==> src/rtl/prog_clk_div_pkg.sv <==
// Shared constants, types and helpers for the programmable clock divider.
// Optional build macro: PROG_CLK_DIVIDER_TICK_EN (enables tick strobe flops).
package prog_clk_div_pkg;

   localparam int DIV_W_DEFAULT = 27;

   typedef logic [DIV_W_DEFAULT-1:0] div_t;

   // Channel select width; a single channel still gets a 1-bit select.
   function automatic int ch_idx_w(input int n);
      return (n > 1) ? $clog2(n) : 1;
   endfunction

endpackage

==> src/rtl/prog_clk_divider_if.sv <==
// Divisor write bus: master drives strobe/channel/value, slave reports readiness.
interface prog_clk_divider_if
   import prog_clk_div_pkg::*;
#(
   parameter int NUM_CH = 4,
   parameter int DIV_W  = DIV_W_DEFAULT
);
   localparam int CH_W = ch_idx_w(NUM_CH);

   logic             div_wr;
   logic [CH_W-1:0]  div_ch;
   logic [DIV_W-1:0] div_val;
   logic             div_ready;

   modport master (output div_wr, output div_ch, output div_val, input div_ready);
   modport slave  (input div_wr, input div_ch, input div_val, output div_ready);

endinterface

==> src/rtl/prog_clk_divider_channel.sv <==
// One divider channel: half-period register, counter, staged divisor and pending flag.
// Tick flop exists only when PROG_CLK_DIVIDER_TICK_EN is defined.
module clk_div_channel #(
   parameter int               DIV_W      = 27,
   parameter logic [DIV_W-1:0] DEFAULT_HP = '1
) (
   input  logic             clk_in,
   input  logic             reset,
   input  logic             en,
   input  logic             wr,
   input  logic [DIV_W-1:0] wr_val,
   output logic             pnd,
   output logic             clk_out,
   output logic             tick
);
   logic [DIV_W-1:0] hp_reg;
   logic [DIV_W-1:0] cnt_reg;
   logic [DIV_W-1:0] stg_reg;
   logic             pnd_reg;
   logic             clk_reg;
   logic [DIV_W-1:0] eff;
   logic             term;

   // A zero half-period behaves exactly like one.
   assign eff  = (hp_reg == '0) ? DIV_W'(1) : hp_reg;
   assign term = en && (cnt_reg == eff - DIV_W'(1));

   always_ff @(posedge clk_in or negedge reset) begin
      if (!reset) begin
         hp_reg  <= DEFAULT_HP;
         cnt_reg <= '0;
         stg_reg <= '0;
         pnd_reg <= 1'b0;
         clk_reg <= 1'b0;
      end else begin
         if (!en) begin
            cnt_reg <= '0;
            clk_reg <= 1'b0;
            if (pnd_reg) begin
               hp_reg  <= stg_reg;
               pnd_reg <= 1'b0;
            end
         end else if (term) begin
            // Toggle with the old half-period; the new one governs the next phase.
            cnt_reg <= '0;
            clk_reg <= ~clk_reg;
            if (pnd_reg) begin
               hp_reg  <= stg_reg;
               pnd_reg <= 1'b0;
            end
         end else begin
            cnt_reg <= cnt_reg + DIV_W'(1);
         end
         // Accept only arrives with pnd_reg low, so it never collides with a commit.
         if (wr) begin
            stg_reg <= wr_val;
            pnd_reg <= 1'b1;
         end
      end
   end

`ifdef PROG_CLK_DIVIDER_TICK_EN
   logic tick_reg;
   always_ff @(posedge clk_in or negedge reset) begin
      if (!reset) begin
         tick_reg <= 1'b0;
      end else begin
         tick_reg <= term && !clk_reg;
      end
   end
   assign tick = tick_reg;
`else
   assign tick = 1'b0;
`endif

   assign pnd     = pnd_reg;
   assign clk_out = clk_reg;

endmodule

==> src/rtl/prog_clk_divider.sv <==
// Multi-channel programmable clock divider: write decode, ready mux and channel array.
// PROG_CLK_DIVIDER_TICK_EN builds the per-channel tick strobes; otherwise tick is 0.
module prog_clk_divider
   import prog_clk_div_pkg::*;
#(
   parameter int NUM_CH      = 4,
   parameter int DIV_W       = DIV_W_DEFAULT,
   parameter int DEFAULT_DIV = 50_000_000
) (
   input  logic                 clk_in,
   input  logic                 reset,
   input  logic [NUM_CH-1:0]    en,
   prog_clk_divider_if.slave    div_bus,
   output logic [NUM_CH-1:0]    clk_out,
   output logic [NUM_CH-1:0]    tick
);
   localparam int               CH_W       = ch_idx_w(NUM_CH);
   localparam int               PAD_W      = 1 << CH_W;
   localparam logic [DIV_W-1:0] DEFAULT_HP = DIV_W'(DEFAULT_DIV);

   logic [NUM_CH-1:0] pnd;
   logic [PAD_W-1:0]  pnd_pad;
   logic              ch_valid;
   logic              ready;

   // Unused select codes read as pending-free but are masked by ch_valid.
   assign pnd_pad  = PAD_W'(pnd);
   assign ch_valid = (int'(div_bus.div_ch) < NUM_CH);
   assign ready    = ch_valid && !pnd_pad[div_bus.div_ch];

   assign div_bus.div_ready = ready;

   generate
      for (genvar gi = 0; gi < NUM_CH; gi++) begin : g_ch
         logic wr_sel;
         assign wr_sel = div_bus.div_wr && ready && (div_bus.div_ch == CH_W'(gi));

         clk_div_channel #(
            .DIV_W      (DIV_W),
            .DEFAULT_HP (DEFAULT_HP)
         ) u_ch (
            .clk_in  (clk_in),
            .reset   (reset),
            .en      (en[gi]),
            .wr      (wr_sel),
            .wr_val  (div_bus.div_val),
            .pnd     (pnd[gi]),
            .clk_out (clk_out[gi]),
            .tick    (tick[gi])
         );
      end
   endgenerate

endmodule

==> src/flat_wrapper.sv <==
// flat-port wrapper written by rule: the top's interface ports become plain ports
module prog_clk_divider_flat import prog_clk_div_pkg::*;
#(
   parameter int NUM_CH      = 4,
   parameter int DIV_W       = DIV_W_DEFAULT,
   parameter int DEFAULT_DIV = 50_000_000
)
  (clk_in, reset, en, clk_out, tick, div_bus_div_wr, div_bus_div_ch, div_bus_div_val, div_bus_div_ready);
  prog_clk_divider_if #(.NUM_CH(NUM_CH), .DIV_W(DIV_W)) div_bus_i ();
  input  logic clk_in;
  input  logic reset;
  input  logic [NUM_CH-1:0] en;
  output logic [NUM_CH-1:0] clk_out;
  output logic [NUM_CH-1:0] tick;
  input wire logic [$bits(div_bus_i.div_wr)-1:0] div_bus_div_wr;
  input wire logic [$bits(div_bus_i.div_ch)-1:0] div_bus_div_ch;
  input wire logic [$bits(div_bus_i.div_val)-1:0] div_bus_div_val;
  output wire logic [$bits(div_bus_i.div_ready)-1:0] div_bus_div_ready;
  assign div_bus_i.div_wr = div_bus_div_wr;
  assign div_bus_i.div_ch = div_bus_div_ch;
  assign div_bus_i.div_val = div_bus_div_val;
  assign div_bus_div_ready = div_bus_i.div_ready;
  prog_clk_divider #(.NUM_CH(NUM_CH), .DIV_W(DIV_W), .DEFAULT_DIV(DEFAULT_DIV)) u_core (.clk_in(clk_in), .reset(reset), .en(en), .div_bus(div_bus_i), .clk_out(clk_out), .tick(tick));
endmodule
==> config.mk <==
export PLATFORM = sky130hd
export DESIGN_NAME = prog_clk_divider_flat
export DESIGN_NICKNAME = d
export VERILOG_FILES = /design/src/rtl/prog_clk_div_pkg.sv /design/src/rtl/prog_clk_divider_if.sv /design/src/rtl/prog_clk_divider_channel.sv /design/src/rtl/prog_clk_divider.sv /design/src/flat_wrapper.sv
export SDC_FILE = /design/constraint.sdc
export NUM_CORES = 1
export LEC_CHECK = 0
export CORE_MARGIN = 5
export CORE_UTILIZATION = 50
export CTS_CLUSTER_DIAMETER = 80
export DETAILED_ROUTE_END_ITERATION = 7
export PLACE_DENSITY = 0.74
export SKIP_LAST_GASP = 1
export SLEW_MARGIN = 20
export SYNTH_ARGS = -nofsm -noshare
export SYNTH_HDL_FRONTEND = slang
export SYNTH_SLANG_ARGS = --single-unit
==> constraint.sdc <==
create_clock -name clk_in -period 5.2 [get_ports clk_in]
set_input_delay 1.56 -clock clk_in [delete_from_list [all_inputs] [get_ports clk_in]]
set_output_delay 1.56 -clock clk_in [all_outputs]
set_load 0.02 [all_outputs]
==> metrics <==
initial antenna violation count=5; Syn Inst Count=2067; Tcrit/Tclk final=0.958; Initial Utilization=0.507; synthesis-stage register bit count=332; CTS tree=yes; final hold slack=489 ps; vias in the first global route=15774; Setup CP Type=input pin to primary output; Synth area leaders=dfrtp_1 (36%), mux2_2 (7.4%), dfstp_2 (6.4%); CP max-delay cell=clkdlybuf4s50_1; fin worst setup slack=219 ps; CP endpoint=div_bus_div_ready; CP Data Required Time=3640 ps; EDFF count, synth=0; top cell family by delay on the critical path=buffers and inverters; chip height=208 µm; TritonCTS Buffers=38; flop-to-flop setup slack=310 ps; routed vias/inst=6.18; TNS Setup=0 ps; core outline area=38700 µm²; leakage power=8.02 nW; Clock Skews=22.5 ps; crit-path max cell delay=630 ps; first-pass GRT wire length=83100 µm; Antenna Nets Post-Route=0; DP HPWL=34700 µm; H-tree depth=2; asr flop ratio synth=1.00; Util after Layout=0.559; DP Worst Slack=238 ps; FP Rows=72; status=complete, but fails checks; Reg clk slew, reported paths=60 ps; maximum fanout along the worst path=2; final hold vios=0; Main synth FF type=dfrtp_1; RePlAce Congestion=0.875; final non-filler cell total=2586; Critical Path End Type=primary output; crit path time final=4980 ps; M1 GR Usage=0.318; Post-CTS Setup Bufs=0; WL/cell=19.5 µm; maximum clock rate=0.201 GHz; post-synthesis sequential area ratio=0.426; total wire length=50500 µm; # IOs=45; Die ar.=43300 µm²; Die W=208 µm; largest buffer count on any clock path=3; Register-to-Register Path Depth=14; grt ovf=0; post-synth top area share=0.362; Area Growth Syn to Fin=10.3%; Sink Count=332; dpl cell area=20400 µm²; DR DRC count=5; Worst Hold Class=register to register; placed cells=2517; Post-Syn Area=19600 µm²; Netlist cell types=84; critical path data arrival time=3420 ps; most numerous cell on the critical path=clkdlybuf4s50_1; Peak VDD IR=245 µV; Tot Pwr=7.32 mW; Filler cells=3464; synth warn=0; clock latency on the worst-skew pair=560 ps; Final Max Tran Viols=0; worst path buffer plus inverter count=3; launching point of the worst reg2reg path=u_core.g_ch[1].u_ch.hp_reg[11]$_DFFE_PN0P_; Max-Slew Margin vs Limit=0.325; Avg Cell Area, Syn=9.49 µm²; drt first-iter violations=1471; crit-path cells=clkdlybuf4s50_1 -> mux4_2 -> inv_1 -> clkdlybuf4s50_1; largest net degree at the start of global routing=97; met3 Resource Use GR=0.0318; Design Area, Final=21600 µm²; Power Density=338 nW/µm²; Yosys top cell by area=dfrtp_1; vias post-DR=15978; violated checks=design-rule violations; cell count along the critical path=4; Worst Tran Pin Value=1010 ps; gr usage total=0.228; most common cell after layout, fill and taps aside=dfrtp_1; I/O Buffers=40; commonest non-fill, non-tap cells in the layout=dfrtp_1 (284), nand2_1 (213), nor2_1 (178), mux2_2 (129), nand3_1 (123); Most Crowded Layer GR=met2; total iterations of the first detailed-routing run=8; layout cell share with drive strength beyond 1=0.149; final setup violation count=0; M2 GR Usage=0.375; Root Driver=clkbuf_16; max-cap violation count=0; Final nets=2083; CP Launch Type=input pin; reg2reg end=u_core.g_ch[1].u_ch.hp_reg[10]$_DFFE_PN0P_; Critical Path Start=div_bus_div_ch[0]
==> how the worst min path moves through the flow <==
stage | end | depth (start not counted) | start
5_1_grt | u_core.g_ch[3].u_ch.hp_reg[9]$_DFFE_PN0P_ | 1 | u_core.g_ch[3].u_ch.stg_reg[9]$_DFFE_PN0P_
6_report | u_core.g_ch[3].u_ch.hp_reg[24]$_DFFE_PN0P_ | 1 | u_core.g_ch[3].u_ch.stg_reg[24]$_DFFE_PN0P_
2_1_floorplan | u_core.g_ch[3].u_ch.hp_reg[16]$_DFFE_PN0P_ | 1 | u_core.g_ch[3].u_ch.stg_reg[16]$_DFFE_PN0P_
4_1_cts | u_core.g_ch[3].u_ch.hp_reg[23]$_DFFE_PN1P_ | 1 | u_core.g_ch[3].u_ch.stg_reg[23]$_DFFE_PN0P_
3_5_place_dp | u_core.g_ch[3].u_ch.hp_reg[23]$_DFFE_PN1P_ | 1 | u_core.g_ch[3].u_ch.stg_reg[23]$_DFFE_PN0P_
3_3_place_gp | u_core.g_ch[3].u_ch.hp_reg[25]$_DFFE_PN1P_ | 1 | u_core.g_ch[3].u_ch.stg_reg[25]$_DFFE_PN0P_
==> worst reg2reg max path: stages (launching register included) <==
cell	delay (ps)
dfrtp_1	470
or4_4	600
or4_1	560
nor3_1	360
nor2_1	80
ha_1	240
nor4b_1	200
nand3_1	320
o21a_1	180
a21oi_1	40
or3b_1	360
a311o_1	420
buf_4	290
or4_1	590
nand3_1	100
==> cell usage after synthesis (8+ instances only) <==
master,instances
or4_1,52
buf_4,12
xor2_1,111
buf_2,8
dfstp_2,48
clkbuf_1,124
a211o_1,8
nand4_1,30
nand2_1,213
and3_1,24
nor3b_1,9
mux2_2,129
a31oi_1,15
nand3_1,123
mux2_1,10
o21ai_0,58
o21a_1,8
nor4_1,37
nor4b_1,13
and2_1,56
or3_1,46
dfrtp_1,284
nor3_1,45
a222oi_1,51
ha_1,8
mux2i_1,11
a211oi_1,11
inv_1,34
a21oi_1,17
o211ai_1,62
xnor2_1,108
nand4b_1,10
nor2_1,178
==> where the power goes <==
group          leakage (nW)  internal, mW  total [mW]  switching (mW)
Clock                 0.610          1.56        2.66            1.11
Combinational          3.41         0.608        1.21           0.604
Sequential             4.00          3.00        3.44           0.449
Total                  8.02          5.16        7.32            2.16
==> kinds of logic (layout without fill, tap and decap cells) <==
kind of cell    count (synthesis)  in the layout  share of synthesized area
buf+inv                       186            183                     0.0395
other cells                     1              5                   0.000191
simple gates                  884            884                      0.234
compound gates                286            286                      0.111
flops                         332            332                      0.426
mux                           151            151                     0.0865
xor+xnor                      219            219                     0.0978
fa+ha+maj                       8              8                    0.00510
==> area by class of cell <==
class                   instances  area, µm²  area share
clock inverters                14        150     0.00694
diodes                          1       2.50    0.000116
inverters                      36        135     0.00624
clock buffers                  54       1080      0.0499
repair buffers                 79        736      0.0340
flip-flops and latches        332       8370       0.387
well taps                     518        648      0.0299
multi-input cells            1552      10500       0.486
==> metal layers <==
| metal | routed length, µm | part of all wire | up-vias |
|---|---|---|---|
| met3 | 3060 | 0.061 | 89 |
| met1 | 21900 | 0.43 | 7942 |
| met5 | 0 | 0 | - |
| met2 | 24200 | 0.48 | 521 |
| li1 | - | - | 7426 |
| met4 | 1310 | 0.026 | 0 |
==> repair_timing <==
item,in CTS,in global routing
setup endpoints to repair,0,19
gates resized for setup,0,1
hold buffers,0,0
No activity file was read; power rests on OpenSTA's default activity.
